File: config.mk
export PLATFORM = sky130hd
export DESIGN_NAME = sensor_pattern_gen
export DESIGN_NICKNAME = d
export VERILOG_FILES = /design/src/rtl/sensor_pattern_gen_pkg.sv /design/src/rtl/sensor_pattern_gen_dwell_timer.sv /design/src/rtl/sensor_pattern_gen.sv
export SDC_FILE = /design/constraint.sdc
export NUM_CORES = 1
export LEC_CHECK = 0
export ABC_AREA = 1
export CAP_MARGIN = 20
export CORE_UTILIZATION = 61
export DETAILED_ROUTE_END_ITERATION = 6
export GPL_TIMING_DRIVEN = 0
export PLACE_DENSITY = 0.85
export REMOVE_ABC_BUFFERS = 1
export SLEW_MARGIN = 0
export SYNTH_ARGS = -nofsm -noshare
export SYNTH_HDL_FRONTEND = slang
export SYNTH_SLANG_ARGS = --single-unit
File: constraint.sdc
create_clock -name CLK -period 4.1 [get_ports CLK]
set_clock_uncertainty 0.2 [all_clocks]
set_input_delay 0.615 -clock CLK [delete_from_list [all_inputs] [get_ports CLK]]
set_output_delay 0.615 -clock CLK [all_outputs]
set_load 0.05 [all_outputs]
File: src/rtl/sensor_pattern_gen_pkg.sv
// Shared types and constants for the light-barrier pattern generator.
`default_nettype none

package sensor_pattern_gen_pkg;

  typedef enum logic [2:0] {
    ST_IDLE = 3'd0,
    ST_P1   = 3'd1,
    ST_P2   = 3'd2,
    ST_P3   = 3'd3,
    ST_GAP  = 3'd4
  } state_t;

  localparam logic [1:0] AB_IDLE   = 2'b00;
  localparam logic [1:0] AB_BOTH   = 2'b11;
  localparam logic [1:0] AB_A_ONLY = 2'b10;
  localparam logic [1:0] AB_B_ONLY = 2'b01;

  localparam logic DIR_IN  = 1'b0;
  localparam logic DIR_OUT = 1'b1;

  // Barrier pattern {A,B} shown while in state s for movement direction d.
  function automatic logic [1:0] ab_pattern(input state_t s, input logic d);
    logic [1:0] ab;
    ab = AB_IDLE;
    case (s)
      ST_P1:   ab = (d == DIR_IN) ? AB_A_ONLY : AB_B_ONLY;
      ST_P2:   ab = AB_BOTH;
      ST_P3:   ab = (d == DIR_IN) ? AB_B_ONLY : AB_A_ONLY;
      default: ab = AB_IDLE;
    endcase
    return ab;
  endfunction

endpackage

`default_nettype wire

File: src/rtl/sensor_pattern_gen_dwell_timer.sv
// Phase dwell timer: up-counter with synchronous clear and a loadable compare limit.
`default_nettype none

module dwell_timer #(
  parameter int CNT_W = 9
) (
  input  logic             CLK,
  input  logic             reset,
  input  logic             clear,
  input  logic             load,
  input  logic [CNT_W-1:0] limit_in,
  output logic             hit
);

  logic [CNT_W-1:0] r_count;
  logic [CNT_W-1:0] r_limit;

  always_ff @(posedge CLK or posedge reset) begin
    if (reset) begin
      r_count <= '0;
      r_limit <= '0;
    end else begin
      if (load) begin
        r_limit <= limit_in;
      end
      if (clear) begin
        r_count <= '0;
      end else begin
        r_count <= r_count + CNT_W'(1);
      end
    end
  end

  assign hit = (r_count == r_limit);

endmodule

`default_nettype wire

File: src/rtl/sensor_pattern_gen.sv
// Drives barrier lines A/B with one clean entering or exiting vehicle pass per request.
`default_nettype none

module sensor_pattern_gen
  import sensor_pattern_gen_pkg::*;
#(
  parameter int DWELL_W = 8
) (
  input  logic               CLK,
  input  logic               reset,
  input  logic               start,
  input  logic               dir,
  input  logic [DWELL_W-1:0] dwell,
  input  logic               abort,
  output logic               A,
  output logic               B,
  output logic               busy,
  output logic               done,
  output logic               aborted
);

  localparam int CNT_W = DWELL_W + 1;

  state_t             r_state;
  logic               r_dir;
  logic [DWELL_W-1:0] r_dwell;

  logic               w_hit;
  logic               w_abort_ok;
  logic               w_clear;
  logic               w_load;
  logic [CNT_W-1:0]   w_limit;

  // Phases P1..P3 compare against d; the limit is bumped to d+1 on entry to GAP.
  always_comb begin
    w_abort_ok = abort && ((r_state == ST_P1) || (r_state == ST_P2));
    w_load     = ((r_state == ST_IDLE) && start) || ((r_state == ST_P3) && w_hit);
    w_limit    = (r_state == ST_IDLE) ? {1'b0, dwell} : ({1'b0, r_dwell} + CNT_W'(1));
    w_clear    = (r_state == ST_IDLE) || w_hit || w_abort_ok;
  end

  dwell_timer #(
    .CNT_W (CNT_W)
  ) u_dwell_timer (
    .CLK      (CLK),
    .reset    (reset),
    .clear    (w_clear),
    .load     (w_load),
    .limit_in (w_limit),
    .hit      (w_hit)
  );

  always_ff @(posedge CLK or posedge reset) begin
    if (reset) begin
      r_state <= ST_IDLE;
      r_dir   <= DIR_IN;
      r_dwell <= '0;
      A       <= 1'b0;
      B       <= 1'b0;
      busy    <= 1'b0;
      done    <= 1'b0;
      aborted <= 1'b0;
    end else begin
      done    <= 1'b0;
      aborted <= 1'b0;
      case (r_state)
        ST_IDLE: begin
          if (start) begin
            r_dir   <= dir;
            r_dwell <= dwell;
            r_state <= ST_P1;
            {A, B}  <= ab_pattern(ST_P1, dir);
            busy    <= 1'b1;
          end
        end
        ST_P1: begin
          if (w_abort_ok) begin
            r_state <= ST_IDLE;
            {A, B}  <= AB_IDLE;
            busy    <= 1'b0;
            aborted <= 1'b1;
          end else if (w_hit) begin
            r_state <= ST_P2;
            {A, B}  <= ab_pattern(ST_P2, r_dir);
          end
        end
        ST_P2: begin
          if (w_abort_ok) begin
            r_state <= ST_IDLE;
            {A, B}  <= AB_IDLE;
            busy    <= 1'b0;
            aborted <= 1'b1;
          end else if (w_hit) begin
            r_state <= ST_P3;
            {A, B}  <= ab_pattern(ST_P3, r_dir);
          end
        end
        // Abort is deliberately ignored from here on: leaving P3 early would itself look like a pass.
        ST_P3: begin
          if (w_hit) begin
            r_state <= ST_GAP;
            {A, B}  <= AB_IDLE;
          end
        end
        ST_GAP: begin
          if (w_hit) begin
            r_state <= ST_IDLE;
            busy    <= 1'b0;
            done    <= 1'b1;
          end
        end
        default: begin
          r_state <= ST_IDLE;
          {A, B}  <= AB_IDLE;
          busy    <= 1'b0;
        end
      endcase
    end
  end

endmodule

`default_nettype wire
==> metrics.log <==
[metrics] most instantiated flip-flop cell in the synthesis netlist: sky130_fd_sc_hd__dfrtp_1
[metrics] initial antenna violation count: 0
[metrics] Routed Wire Length: 3.486 mm
[metrics] final number of max-transition violations: 0
[metrics] Port Buf Inserts: 17
[metrics] worst reg2reg endpoint: r_dwell[2]$_DFFE_PP0P_
[metrics] CP Launch Type: flip-flop
[metrics] total power per unit cell area: 650.8 nW/µm²
[metrics] logic depth of the worst register-to-register path: 5
[metrics] cell area after placement: 2097 µm²
[metrics] Worst Hold Class: reg -> reg
[metrics] fraction of the mapped netlist area in compound gates: 0.08868
[metrics] Max-Cap Viols: 0
[metrics] via-per-instance ratio: 5.434
[metrics] maximum root-to-sink buffer count: 2
[metrics] number of enable-type register cells in the synthesized netlist: 0
[metrics] number of synthesized register bits: 35
[metrics] largest net degree at the start of global routing: 24
[metrics] Critical Path, Cell by Cell: clkdlybuf4s50_1
[metrics] Num Clock Sinks: 35
[metrics] final hold slack: 0.2827 ns
[metrics] count of buffer and inverter cells on the critical path: 1
[metrics] largest area contributor in the netlist: sky130_fd_sc_hd__dfrtp_1
[metrics] overall overflow remaining after global route: 0
[metrics] HP Start: busy$_DFFE_PP0P_
[metrics] cell count after synthesis: 235
[metrics] total standard cell area after synthesis: 1891 µm²
[metrics] maximum clock rate: 0.4333 GHz
[metrics] die width: 57.67 µm
[metrics] TritonCTS clock tree: done
[metrics] worst setup slack after layout: 1.792 ns
[metrics] simple logic cell fraction of the synthesized area: 0.3084
[metrics] Critical Path Sink Type: output pin
[metrics] xor-xnor portion of the synthesized cell area: 0.03706
[metrics] hold buffers post-CTS: 0
[metrics] final number of setup-violating endpoints: 0
[metrics] overall power consumption: 1.410 mW
[metrics] pre-CTS WS: 1.762 ns
[metrics] worst r2r src: r_state[0]$_DFFE_PP0P_
[metrics] worst path arrival time: 1.49 ns
[metrics] type of the worst setup path: reg -> out
[metrics] Register-to-Register Setup Slack: 2.21 ns
[metrics] Area Growth Syn to Fin: 14.56%
[metrics] drt drc: 0
[metrics] endpoint required time on the critical path: 3.28 ns
[metrics] setup repair after global routing missed its margin: no
[metrics] worst-path fanout max: 2
[metrics] design area: 2166 µm²
[metrics] vertical extent of the die: 57.67 µm
[metrics] final hold viol count: 0
[metrics] synth unique cells: 32
[metrics] number of clock buffers inserted by TritonCTS: 5
[metrics] status: finished, final reports clean
[metrics] setup TNS after final layout: 0 ns
[metrics] initial standard-cell utilization of the core: 0.6627
[metrics] routed len/inst: 12.10 µm
[metrics] critical path's largest stage delay: 0.80 ns
[metrics] cell count after placement: 280
[metrics] capture endpoint of the worst hold path: busy$_DFFE_PP0P_
[metrics] Yosys warning count: 0
[metrics] multiplexer share of the synthesized area: 0.01191
[metrics] worst rel slew slack: 0.4770
[metrics] half-perimeter wire length after detailed placement: 2.643 mm
[metrics] final cell utilization of the core: 0.7592
[metrics] post-route antenna net violation count: 0
[metrics] largest family of logic cells by synthesized area: simple AND/OR/NAND/NOR gates
[metrics] number of I/O pins: 18
[metrics] Final period util: 0.5629
[metrics] Crit path max-delay family: buffers and inverters
[metrics] number of violations reported at the end of detailed-routing iteration 0: 79
[metrics] maximum vdd ir drop: 0.4836 mV
[metrics] antenna cells: 0
[metrics] post-cts sizing count: 0
[metrics] number of buffers inserted to repair setup after CTS: 0
[metrics] area inside the core boundary: 2853 µm²
[metrics] sequential share of the synthesized area: 0.4633
[metrics] cell types with the largest area share after synthesis: sky130_fd_sc_hd__dfrtp_1 46%, sky130_fd_sc_hd__nand2_1 12%, sky130_fd_sc_hd__inv_1 5.6%, sky130_fd_sc_hd__o21ai_0 5.3%, sky130_fd_sc_hd__nand3_1 5.0%
[metrics] total number of vias: 1565
[metrics] count of TritonRoute iterations in the first routing pass: 4
[metrics] num rows: 19
[metrics] Root Buffer: sky130_fd_sc_hd__clkbuf_4
[metrics] count of H-tree levels built during CTS: 2
[metrics] Total GRT Usage: 0.2472
[metrics] GP Congestion: 0.8271
[metrics] fraction of synthesis flops using an asynchronous set or reset pin: 1.000
[metrics] net count of the finished layout: 271
[metrics] via count of the first global-routing pass: 1432
[metrics] Worst-Margin Slew: 0.7837 ns
[metrics] Mean Syn Cell Area: 8.045 µm²
[metrics] clock latency on the worst-skew pair: 0.34 ns
[metrics] static leakage power: 1.055 nW
[metrics] Period minus WS final: 2.308 ns
[metrics] non-filler instance count after layout: 288
[metrics] clock slew at reported path FFs: 0.10 ns
[metrics] Min-Delay Path Depth: 2
[metrics] overall die area: 3326 µm²
[metrics] fraction of the mapped netlist area in adder cells: 0.01324
[metrics] cell depth of the worst setup path: 1
[metrics] global-route wire length before repair: 6.092 mm
[metrics] crit path max-delay cell type: sky130_fd_sc_hd__clkdlybuf4s50_1
[metrics] post-synth top area share: 0.4633
[metrics] fraction of final layout cells sized beyond drive strength 1: 0.1051
-- report_power, final --
part / total, mW / switching (mW) / internal (mW)
Clock: 0.209 / 0.108 / 0.101
Sequential: 0.567 / 0.107 / 0.461
Combinational: 0.633 / 0.395 / 0.238
Total: 1.41 / 0.610 / 0.799
-- kinds of logic after synthesis --
logic type / count (synthesis)
buffers and inverters: 35
AND/OR/NAND/NOR: 122
adder cells (fa/ha/maj): 2
multiplexers: 2
flip-flops: 35
XOR/XNOR: 8
AO/OA/AOI/OAI: 31
-- state kept, by name, indices dropped and copies added, names as in the netlist --
name	cells
busy	1
u_dwell_timer.r_count	9
r_dwell	8
done	1
r_state	3
B	1
A	1
aborted	1
r_dir	1
u_dwell_timer.r_limit	9
-- placed cells by master, fill, tap and decap left out, drive strengths merged, types with 4 or more instances in the layout --
master         count
xnor2              6
clkdlybuf4s50     17
a21oi              4
nand2             68
inv               31
nor2              14
nor3               6
o21ai             23
clkbuf             8
dfrtp             35
nand3             22
nand4              7
-- worst max path at each step --
| stage | slack, ns | start | end |
|---|---|---|---|
| 3_5_place_dp | 1.76 | abort | busy$_DFFE_PP0P_ |
| 3_3_place_gp | 1.74 | reset | r_dwell[1]$_DFFE_PP0P_ |
| 4_1_cts | 1.77 | A$_DFFE_PP0P_ | A |
| 6_report | 1.79 | A$_DFFE_PP0P_ | A |
| 5_1_grt | 1.74 | B$_DFFE_PP0P_ | B |
| 2_1_floorplan | 2.44 | abort | r_state[0]$_DFFE_PP0P_ |
-- routing by layer --
layer	track usage	up-vias	routed length, µm
li1	-	808	-
met2	0.3821	31	1638
met1	0.3253	719	1616
met4	0.1054	0	71
met5	0	-	0
met3	0.07813	7	160
-- area by class of cell --
type | count | area (µm²)
sequential | 35 | 875.8
fill | 221 | 686.9
tap | 31 | 38.79
clock buffer | 8 | 68.82
inverter | 31 | 116.4
multi-input combinational | 165 | 868.3
timing repair buffer | 18 | 197.7
-- synthesized netlist by cell type, types with 3 or more instances --
cell type                  n
sky130_fd_sc_hd__xnor2_1   6
sky130_fd_sc_hd__a21oi_1   4
sky130_fd_sc_hd__nand3_1  19
sky130_fd_sc_hd__nor2_1   12
sky130_fd_sc_hd__inv_2     3
sky130_fd_sc_hd__nand2_1  62
sky130_fd_sc_hd__dfrtp_1  35
sky130_fd_sc_hd__nand4_1   7
sky130_fd_sc_hd__nor3_1    5
sky130_fd_sc_hd__nand2_2   4
sky130_fd_sc_hd__buf_2     3
sky130_fd_sc_hd__inv_1    28
sky130_fd_sc_hd__o21ai_0  20
No activity file was read; power rests on OpenSTA's default activity.
==> edit, RTL diff (same settings) <==
Put one more register stage on the output `A`. The value now appears one clock later. The other outputs are not delayed to match.
--- a/src/rtl/sensor_pattern_gen.sv
+++ b/src/rtl/sensor_pattern_gen.sv
@@ -20,6 +20,8 @@
 );
 
   localparam int CNT_W = DWELL_W + 1;
+
+  logic A_s0;
 
   state_t             r_state;
   logic               r_dir;
@@ -55,7 +57,7 @@
       r_state <= ST_IDLE;
       r_dir   <= DIR_IN;
       r_dwell <= '0;
-      A       <= 1'b0;
+      A_s0    <= 1'b0;
       B       <= 1'b0;
       busy    <= 1'b0;
       done    <= 1'b0;
@@ -69,37 +71,37 @@
             r_dir   <= dir;
             r_dwell <= dwell;
             r_state <= ST_P1;
-            {A, B}  <= ab_pattern(ST_P1, dir);
+            {A_s0, B}  <= ab_pattern(ST_P1, dir);
             busy    <= 1'b1;
           end
         end
         ST_P1: begin
           if (w_abort_ok) begin
             r_state <= ST_IDLE;
-            {A, B}  <= AB_IDLE;
+            {A_s0, B}  <= AB_IDLE;
             busy    <= 1'b0;
             aborted <= 1'b1;
           end else if (w_hit) begin
             r_state <= ST_P2;
-            {A, B}  <= ab_pattern(ST_P2, r_dir);
+            {A_s0, B}  <= ab_pattern(ST_P2, r_dir);
           end
         end
         ST_P2: begin
           if (w_abort_ok) begin
             r_state <= ST_IDLE;
-            {A, B}  <= AB_IDLE;
+            {A_s0, B}  <= AB_IDLE;
             busy    <= 1'b0;
             aborted <= 1'b1;
           end else if (w_hit) begin
             r_state <= ST_P3;
-            {A, B}  <= ab_pattern(ST_P3, r_dir);
+            {A_s0, B}  <= ab_pattern(ST_P3, r_dir);
           end
         end
         // Abort is deliberately ignored from here on: leaving P3 early would itself look like a pass.
         ST_P3: begin
           if (w_hit) begin
             r_state <= ST_GAP;
-            {A, B}  <= AB_IDLE;
+            {A_s0, B}  <= AB_IDLE;
           end
         end
         ST_GAP: begin
@@ -111,13 +113,17 @@
         end
         default: begin
           r_state <= ST_IDLE;
-          {A, B}  <= AB_IDLE;
+          {A_s0, B}  <= AB_IDLE;
           busy    <= 1'b0;
         end
       endcase
     end
   end
 
+  always_ff @(posedge CLK) begin
+    A <= A_s0;
+  end
+
 endmodule
 
 `default_nettype wire
Behaviour: not the same (a bounded check fails within 4 cycles, from zero or initial values and one cycle with reset high).
==> edit against the unedited design <==
Routed wire length shrank 0.69%. Largest power group unchanged. Synthesized area rose by 6.0%. Sequential cell count is 1 higher. Total power rose by 6.3%. Worst setup slack got worse by 0.0090 ns. Final area increased by 5.1%. Highest routed layer unchanged. Sequential share of layout area fell by 1.1 points.
==> edit: results (changes against the unedited design) <==
[run_status]
status=complete, no violations

[power]
ir_drop_mv=0.4067  ; -16%
p_leak_uw=0.001105  ; +4.7%

[place]
dp_hpwl_microns=2597  ; -1.7%
io_buffers=17  ; unchanged
placed_cell_area_sq_mm=0.002217  ; +5.7%
place_congestion=0.7790  ; -5.8%

[synthesis]
synthAdderAreaFrac=0.01249  ; -0.0007441
ys_types=35  ; +9.4%
synth_commonest_cells=nand2_1, dfrtp_1, nand3_1
synthArstFlopShare=0.9722  ; -0.02778
synthXorXnorAreaFrac=0.04809  ; +0.01103
yosysWarnings=0  ; unchanged
synth-seq-area-share=0.4472  ; -0.01605
yosys-top-cells-area=dfrtp_1, nand2_1, nand3_1
synthMuxAreaShare=0.01499  ; +0.003078
ys.flop_type=dfrtp_1
synth_compound_area_frac=0.07558  ; -0.01311

[grt]
grt_max_degree=25  ; +4.2%
track_usage=0.2324  ; -0.01484
grt_pass1_wl_microns=6016  ; -1.2%
grt_pass1_vias=1413  ; -1.3%
antenna_found_initial=0  ; unchanged

[routing]
dr.pass1.iters=4  ; unchanged
first_iter_violations=68  ; -14%
totalWireLength_microns=3462  ; -0.69%
vias=1564  ; -0.064%

[min_path]
holdPathEnd=A$_DFF_P_
hold_class=register to register
worstHoldStart=A_s0$_DFFE_PP0P_
min_delay_path_depth=0  ; -2

[final_layout]
final_nets=273  ; +0.74%
antenna_cells=0  ; unchanged
drive_above_1_share=0.1390  ; +0.03394
reg_top3=u_dwell_timer.r_count (9), u_dwell_timer.r_limit (9), r_dwell (8)
fillers=243  ; +10%

[worst_setup_path]
r2r_end=B$_DFFE_PP0P_
worstReg2RegStart=r_state[1]$_DFFE_PP0P_
ff2ff_setup_slack_ns=1.87  ; -0.34 ns
crit_fanout=2  ; unchanged
r2r_cells=8  ; +3
cp_top_family=buffers and inverters
cp.arrival_ns=1.50
crit_path_top_delay_cell=clkdlybuf4s50_1

[cts]
path_clk_slew_ns=0.10  ; about the same
cts_max_level=2  ; unchanged
cts.repair_timing.setup_buffer_count=0  ; unchanged
cts_buffer_depth=2  ; unchanged
cts_resized=0  ; unchanged
cts-root-buf=clkbuf_4

[timing]
max-slew-margin-rel=0.5723  ; +0.09530

==> edit: worst max-delay path by stage <==
stage,start,endpoint,cells after the start
2_1_floorplan,r_state[1]$_DFFE_PP0P_,B$_DFFE_PP0P_,8
3_3_place_gp,reset,r_dwell[0]$_DFFE_PP0P_,2
3_5_place_dp,r_state[0]$_DFFE_PP0P_,B$_DFFE_PP0P_,8
4_1_cts,busy$_DFFE_PP0P_,busy,1
5_1_grt,r_state[0]$_DFFE_PP0P_,B$_DFFE_PP0P_,8
6_report,busy$_DFFE_PP0P_,busy,1
==> edit: logic make-up (layout without fill, tap and decap cells) <==
family,Yosys count,count (layout)
flops,36,36
mux,2,2
fa+ha+maj,2,2
buf+inv,31,53
compound gates,22,22
simple gates,133,133
xor+xnor,11,11
==> edit: cell type report <==
cell class	instances	area [sq um]	area share
multi-input cells	170	967.2	0.4250
flip-flops and latches	36	895.9	0.3936
repair buffers	18	197.7	0.08686
inverters	27	101.3	0.04453
clock buffers	8	58.81	0.02584
well taps	44	55.05	0.02419
==> edit: where the power goes <==
group	switching [uW]	internal, uW	leakage, uW
clock	112	84.6	0.0000326
combinational	449	274	0.000613
sequential	103	475	0.000459
==> edit: metal layers <==
layer	vias up	GRT usage	routed length, microns
li1	815	-	-
met3	6	0.06550	165
met5	-	0	0
met2	45	0.3547	1546
met1	698	0.3191	1701
met4	0	0.07483	48
==> edit: stage by stage <==
stage               worst slack [ns]  power [uW]  hold WS (ns)  utilization  std cells
floorplan                      2.257        1144        0.1475            -        233
global placement               1.713        1279        0.1573       0.7114        294
detailed placement             1.915        1309        0.1589       0.7203        295
CTS                            1.769        1506        0.1844       0.7394        303
global route                   1.737        1628        0.1980       0.7394        303
finish                         1.783        1498        0.1800       0.7394        303
